===== config.mk =====
export PLATFORM = sky130hd
export DESIGN_NAME = serial_pattern_rx_flat
export DESIGN_NICKNAME = d
export VERILOG_FILES = /design/src/rtl/serial_pattern_rx_if.sv /design/src/rtl/serial_pattern_rx.sv /design/src/flat_wrapper.sv
export SDC_FILE = /design/constraint.sdc
export NUM_CORES = 1
export LEC_CHECK = 0
export CORE_ASPECT_RATIO = 1.1
export CORE_UTILIZATION = 41
export DETAILED_ROUTE_END_ITERATION = 10
export PLACE_DENSITY = 0.73
export SYNTH_ARGS = -nofsm -noshare
export SYNTH_HDL_FRONTEND = slang
export SYNTH_SLANG_ARGS = --single-unit

===== constraint.sdc =====
create_clock -name clk -period 1.25 [get_ports clk]
set_input_delay 0.1875 -clock clk [delete_from_list [all_inputs] [get_ports clk]]
set_output_delay 0.1875 -clock clk [all_outputs]
set_load 0.005 [all_outputs]

===== src/rtl/serial_pattern_rx_if.sv =====
// serial_pattern_rx_if -- bundles the serial line, the compare value and the
// consumer handshake of serial_pattern_rx.
// The optional overrun flag is present only when SERIAL_RX_OVERRUN_EN is defined.
interface serial_pattern_rx_if #(
  parameter int BUS_WIDTH = 8
);
  logic                 serial_in;
  logic                 bit_stb;
  logic [BUS_WIDTH-1:0] pattern;
  logic                 ack;
  logic [BUS_WIDTH-1:0] rx_data;
  logic                 ready_in;
  logic                 pattern_match;
  logic                 busy;
`ifdef SERIAL_RX_OVERRUN_EN
  logic                 overrun;
`endif

  // Line driver / consumer side.
  modport master (
    output serial_in, bit_stb, pattern, ack,
`ifdef SERIAL_RX_OVERRUN_EN
    input  overrun,
`endif
    input  rx_data, ready_in, pattern_match, busy
  );

  // Receiver side.
  modport slave (
    input  serial_in, bit_stb, pattern, ack,
`ifdef SERIAL_RX_OVERRUN_EN
    output overrun,
`endif
    output rx_data, ready_in, pattern_match, busy
  );
endinterface


===== src/rtl/serial_pattern_rx.sv =====
// serial_pattern_rx -- strobed serial receiver (start bit 0, BUS_WIDTH data
// bits LSB-first, stop bit 1) with a ready/ack handshake and a pattern compare.
// Optional feature macro: SERIAL_RX_OVERRUN_EN adds the overrun flag.
module serial_pattern_rx #(
  parameter int BUS_WIDTH      = 8,
  parameter bit MATCH_ON_FRAME = 1'b1
) (
  input  logic                clk,
  input  logic                rst,
  serial_pattern_rx_if.slave  bus
);

  localparam int CNT_W = (BUS_WIDTH > 1) ? $clog2(BUS_WIDTH) : 1;
  localparam logic [CNT_W-1:0] LAST_BIT = CNT_W'(BUS_WIDTH - 1);

  typedef enum logic [1:0] {
    IDLE,
    DATA,
    STOP
  } state_t;

  state_t               state;
  state_t               state_nxt;
  logic [CNT_W-1:0]     bit_cnt;
  logic [BUS_WIDTH-1:0] shift_reg;
  logic [BUS_WIDTH-1:0] rx_data_q;
  logic                 ready_q;

  // Decoded one-cycle actions from the FSM.
  logic clr_cnt;
  logic shift_en;
  logic frame_good;

  // State register.
  // NOTE: sequential state uses non-blocking (<=) so every register samples
  // pre-edge values regardless of block ordering.
  always_ff @(posedge clk or posedge rst) begin
    if (rst) state <= IDLE;
    else     state <= state_nxt;
  end

  // Next-state and action decode; nothing moves without a bit strobe.
  // NOTE: every output gets a default first so no path leaves it unassigned,
  // which would otherwise infer a latch.
  always_comb begin
    state_nxt  = state;
    clr_cnt    = 1'b0;
    shift_en   = 1'b0;
    frame_good = 1'b0;
    case (state)
      IDLE: begin
        if (bus.bit_stb && !bus.serial_in) begin
          clr_cnt   = 1'b1;
          state_nxt = DATA;
        end
      end
      DATA: begin
        if (bus.bit_stb) begin
          shift_en = 1'b1;
          if (bit_cnt == LAST_BIT) state_nxt = STOP;
        end
      end
      STOP: begin
        if (bus.bit_stb) begin
          // A low stop bit is a framing error: drop the word silently.
          frame_good = bus.serial_in;
          state_nxt  = IDLE;
        end
      end
      default: state_nxt = IDLE;
    endcase
  end

  assign bus.busy = (state != IDLE);

  // Bit counter: cleared by the start bit, never wraps past the last bit.
  always_ff @(posedge clk or posedge rst) begin
    if (rst) begin
      bit_cnt <= '0;
    end else if (clr_cnt) begin
      bit_cnt <= '0;
    end else if (shift_en) begin
      if (bit_cnt == LAST_BIT) bit_cnt <= '0;
      else                     bit_cnt <= bit_cnt + 1'b1;
    end
  end

  // LSB-first shift: the first data bit ends up in bit 0.
  always_ff @(posedge clk or posedge rst) begin
    if (rst)           shift_reg <= '0;
    else if (shift_en) shift_reg <= {bus.serial_in, shift_reg[BUS_WIDTH-1:1]};
  end

  // Output word: loaded only by a good stop bit; a newer word overwrites.
  always_ff @(posedge clk or posedge rst) begin
    if (rst)             rx_data_q <= '0;
    else if (frame_good) rx_data_q <= shift_reg;
  end

  // Ready flag: completion takes priority over a same-edge ack.
  always_ff @(posedge clk or posedge rst) begin
    if (rst)             ready_q <= 1'b0;
    else if (frame_good) ready_q <= 1'b1;
    else if (bus.ack)    ready_q <= 1'b0;
  end

  assign bus.rx_data  = rx_data_q;
  assign bus.ready_in = ready_q;

  generate
    if (MATCH_ON_FRAME) begin : g_match_frame
      logic match_q;

      // Compare captured alongside rx_data; held until the next good frame.
      always_ff @(posedge clk or posedge rst) begin
        if (rst)             match_q <= 1'b0;
        else if (frame_good) match_q <= (shift_reg == bus.pattern);
      end

      assign bus.pattern_match = match_q;
    end else begin : g_match_cont
      assign bus.pattern_match = (rx_data_q == bus.pattern);
    end
  endgenerate

`ifdef SERIAL_RX_OVERRUN_EN
  logic overrun_q;

  // Overrun: a good word landed on top of an unacknowledged one.
  always_ff @(posedge clk or posedge rst) begin
    if (rst)                        overrun_q <= 1'b0;
    else if (frame_good && ready_q) overrun_q <= 1'b1;
    else if (bus.ack)               overrun_q <= 1'b0;
  end

  assign bus.overrun = overrun_q;
`endif

endmodule


===== src/flat_wrapper.sv =====
// flat-port wrapper written by rule: the top's interface ports become plain ports
module serial_pattern_rx_flat 
#(
  parameter int BUS_WIDTH      = 8,
  parameter bit MATCH_ON_FRAME = 1'b1
)
  (clk, rst, bus_serial_in, bus_bit_stb, bus_pattern, bus_ack, bus_rx_data, bus_ready_in, bus_pattern_match, bus_busy);
  serial_pattern_rx_if #(.BUS_WIDTH(BUS_WIDTH)) bus_i ();
  input  logic clk;
  input  logic rst;
  input wire logic [$bits(bus_i.serial_in)-1:0] bus_serial_in;
  input wire logic [$bits(bus_i.bit_stb)-1:0] bus_bit_stb;
  input wire logic [$bits(bus_i.pattern)-1:0] bus_pattern;
  input wire logic [$bits(bus_i.ack)-1:0] bus_ack;
  output wire logic [$bits(bus_i.rx_data)-1:0] bus_rx_data;
  output wire logic [$bits(bus_i.ready_in)-1:0] bus_ready_in;
  output wire logic [$bits(bus_i.pattern_match)-1:0] bus_pattern_match;
  output wire logic [$bits(bus_i.busy)-1:0] bus_busy;
  assign bus_i.serial_in = bus_serial_in;
  assign bus_i.bit_stb = bus_bit_stb;
  assign bus_i.pattern = bus_pattern;
  assign bus_i.ack = bus_ack;
  assign bus_rx_data = bus_i.rx_data;
  assign bus_ready_in = bus_i.ready_in;
  assign bus_pattern_match = bus_i.pattern_match;
  assign bus_busy = bus_i.busy;
  serial_pattern_rx #(.BUS_WIDTH(BUS_WIDTH), .MATCH_ON_FRAME(MATCH_ON_FRAME)) u_core (.clk(clk), .rst(rst), .bus(bus_i));
endmodule

==> impl_metrics.py <==
metrics = {
    "synthesis": {
        "synth_top_area_frac": 0.554,
        "netlist-cell-type-count": 23,
        "ys_seq_elements": 23,
        "syn_inst": 91,
        "synth_seq_area_share": 0.554,
        "syn_nets": 106,
        "synth_area_leaders": "dfrtp_1 55%, mux2_4 10%, nand2_1 9.7%, xnor2_1 6.7%, ha_1 2.4%",
        "ys_warn_count": 0,
        "postSynth.asyncResetShare": 1.00,
        "synth-main-ff-cell": "dfrtp_1",
        "syn-mean-instance-area_um2": 11.4,
        "synth_area_leader_cell": "dfrtp_1",
        "netlist_area_um2": 1040,
        "synth_edf_count": 0,
    },
    "worst_setup_path": {
        "crit_required_ps": 1450,
        "reg2reg_to": "u_core.bus.rx_data[3]",
        "setup.worst_path.start": "u_core.state[0]",
        "worstPathArrival_ps": 1550,
        "worstPathCellList": "buf_6 > nand4b_1 > buf_12 > mux2_4",
        "cpMaxStageDelayCell": "dfrtp_1",
        "crit_path_max_incr_delay_ps": 420,
        "worst_r2r_path_depth": 4,
        "crit_end": "u_core.bus.rx_data[3]",
        "timing.rr.start": "u_core.state[0]",
        "cp-end-kind": "flip-flop",
        "rrSetupSlack_ps": -100,
        "path_max_fanout": 11,
        "critPathLaunchType": "flip-flop",
        "path_class": "reg2reg",
    },
    "finish": {
        "num_antenna_cells": 0,
        "syn_to_final_growth_pct": 43.6,
        "fin_cells": 164,
        "nets": 150,
        "layout-drive-gt1-share": 0.299,
    },
    "sta": {
        "fin_crit_ps": 1350,
        "drv_slew": 0,
        "rsz0062_at_grt": "yes",
        "tightest_slew_ps": 293,
        "fin_skew_ps": 5.34,
        "setup_viol": 10,
        "hold_viol_final": 0,
        "fmax_ghz": 0.740,
        "period_share": 1.08,
        "slew-limit-headroom": 0.805,
        "setup_ws_ps": -101,
        "hold_ws_ps": 201,
    },
    "placement": {
        "gp_congestion": 0.702,
        "dp.cells": 149,
        "place_ws_ps": -230,
        "numPortBuffers": 23,
        "hpwl_um": 1450,
    },
    "cts": {
        "clk_latency_ps": 300,
        "cts.clk_slew.worst_paths_ps": 120,
        "numClockSinks": 23,
        "numCtsBuffers": 3,
        "cts_root_buffer": "clkbuf_4",
        "cts_tree": "yes",
        "htreeDepth": 1,
        "clock_path_buffers": 2,
    },
    "global_route": {
        "grt_max_degree": 24,
        "grtUsageTotal": 0.182,
        "antenna_found_initial": 0,
        "grt_pass1_wl_um": 3600,
        "grt_pass1_vias": 825,
        "grt_overflow": 0,
    },
    "route": {
        "drc": 0,
        "route.antenna.remaining_nets": 0,
        "vias_per_cell": 4.90,
        "wirelength_um": 2110,
        "dr.pass1.iters": 4,
        "drt-wirelength-per-cell_um": 12.9,
        "vias": 804,
        "drt_iter0_markers": 5,
    },
    "floorplan": {
        "ioPinCount": 24,
        "start_util": 0.448,
        "coreArea_um2": 2320,
        "die_y_um": 54.8,
        "die_area_um2": 2740,
        "dieWidth_um": 50.0,
        "rows": 18,
    },
    "power": {
        "leakage_nw": 0.786,
        "vdd_drop_max_uv": 1200,
        "p_per_area_nw_per_um2": 1510,
    },
    "status": {
        "violations": "negative setup slack",
        "status": "finished with violations",
    },
    "job": {
        "drv_cap": 0,
    },
    "worst_hold_path": {
        "hold_class": "in2async",
    },
}
==> final cells by class <==
class	count	area (µm²)
clock buffers	4	26.3
fillers	199	827
inverters	2	7.51
multi-input cells	65	478
flip-flops and latches	23	576
well taps	30	37.5
repair buffers	40	368
==> synth_stat cells (2+ instances only) <==
cell	n
dfrtp_1	23
ha_1	2
nand2_1	27
xnor2_1	8
mux2_4	7
a22o_1	2
nand4_1	2
nand2b_1	2
nand3b_1	2
o21ai_0	2
inv_1	2
==> repair_timing <==
action	4_1_cts	5_1_grt
pin swaps	2	8
cloned	1	0
gates resized for setup	16	13
endpoints found under the setup margin	17	21
buffers inserted	9	1
hold buffers	0	0
==> worst min path at each step <==
stage	endpoint	slack, ps	cells past startpoint
after global placement	u_core.bus.pattern_match	460	2
after floorplan	u_core.bit_cnt[0]	190	1
after detailed placement	u_core.state[0]	490	1
final	u_core.bit_cnt[1]	200	3
after global routing	u_core.bit_cnt[0]	250	3
after CTS	u_core.state[0]	210	3
==> critical path: cells and delay by family (launching register included) <==
| family | cells | cell delay, ps |
|---|---|---|
| flip-flops | 1 | 420 |
| buffers and inverters | 2 | 310 |
| multiplexers | 1 | 290 |
| AND/OR/NAND/NOR | 1 | 220 |
==> logic make-up after synthesis <==
group | Yosys count | share of synthesized area
compound gates | 7 | 0.0457
xor+xnor | 8 | 0.0674
fa+ha+maj | 2 | 0.0241
buf+inv | 4 | 0.0229
flops | 23 | 0.554
mux | 8 | 0.112
simple gates | 39 | 0.174
==> metrics by stage <==
step,cell area (µm²),utilization,setup TNS [ps],power (mW)
6_report,1490,0.643,-783,2.25
5_1_grt,1490,0.643,-1250,2.43
4_1_cts,1450,0.624,-765,2.19
3_5_place_dp,1360,0.585,-3790,1.81
3_3_place_gp,1360,0.585,-3340,1.78
2_1_floorplan,1040,-,0,1.53
==> metal layers <==
metal | track usage | wire length (µm) | vias up
met5 | 0 | 0 | -
li1 | - | - | 392
met1 | 0.224 | 976 | 386
met2 | 0.322 | 1030 | 24
met3 | 0.0278 | 80 | 2
met4 | 0.0714 | 21 | 0
==> power breakdown <==
group / total, mW / switching, mW / internal (mW)
clock: 0.338 / 0.213 / 0.124
sequential: 1.14 / 0.207 / 0.930
combinational: 0.774 / 0.327 / 0.447
==> layout by cell type, fill, tap and decap left out, drive strengths merged <==
| cell type | instances |
|---|---|
| nand2b | 2 |
| buf | 18 |
| nor3b | 1 |
| a21o | 1 |
| a21oi | 1 |
| dlygate4sd2 | 10 |
| clkbuf | 4 |
| nand3b | 2 |
| inv | 2 |
| clkdlybuf4s50 | 12 |
| o21ai | 2 |
| dfrtp | 23 |
| a22o | 2 |
| ha | 2 |
| nor2 | 1 |
| or2 | 1 |
| mux2 | 8 |
| nor3 | 1 |
| nand2 | 27 |
| nand4 | 2 |
| xnor2 | 8 |
| o31ai | 1 |
| and3b | 2 |
| nand4b | 1 |
(Power assumes the default switching activity.)
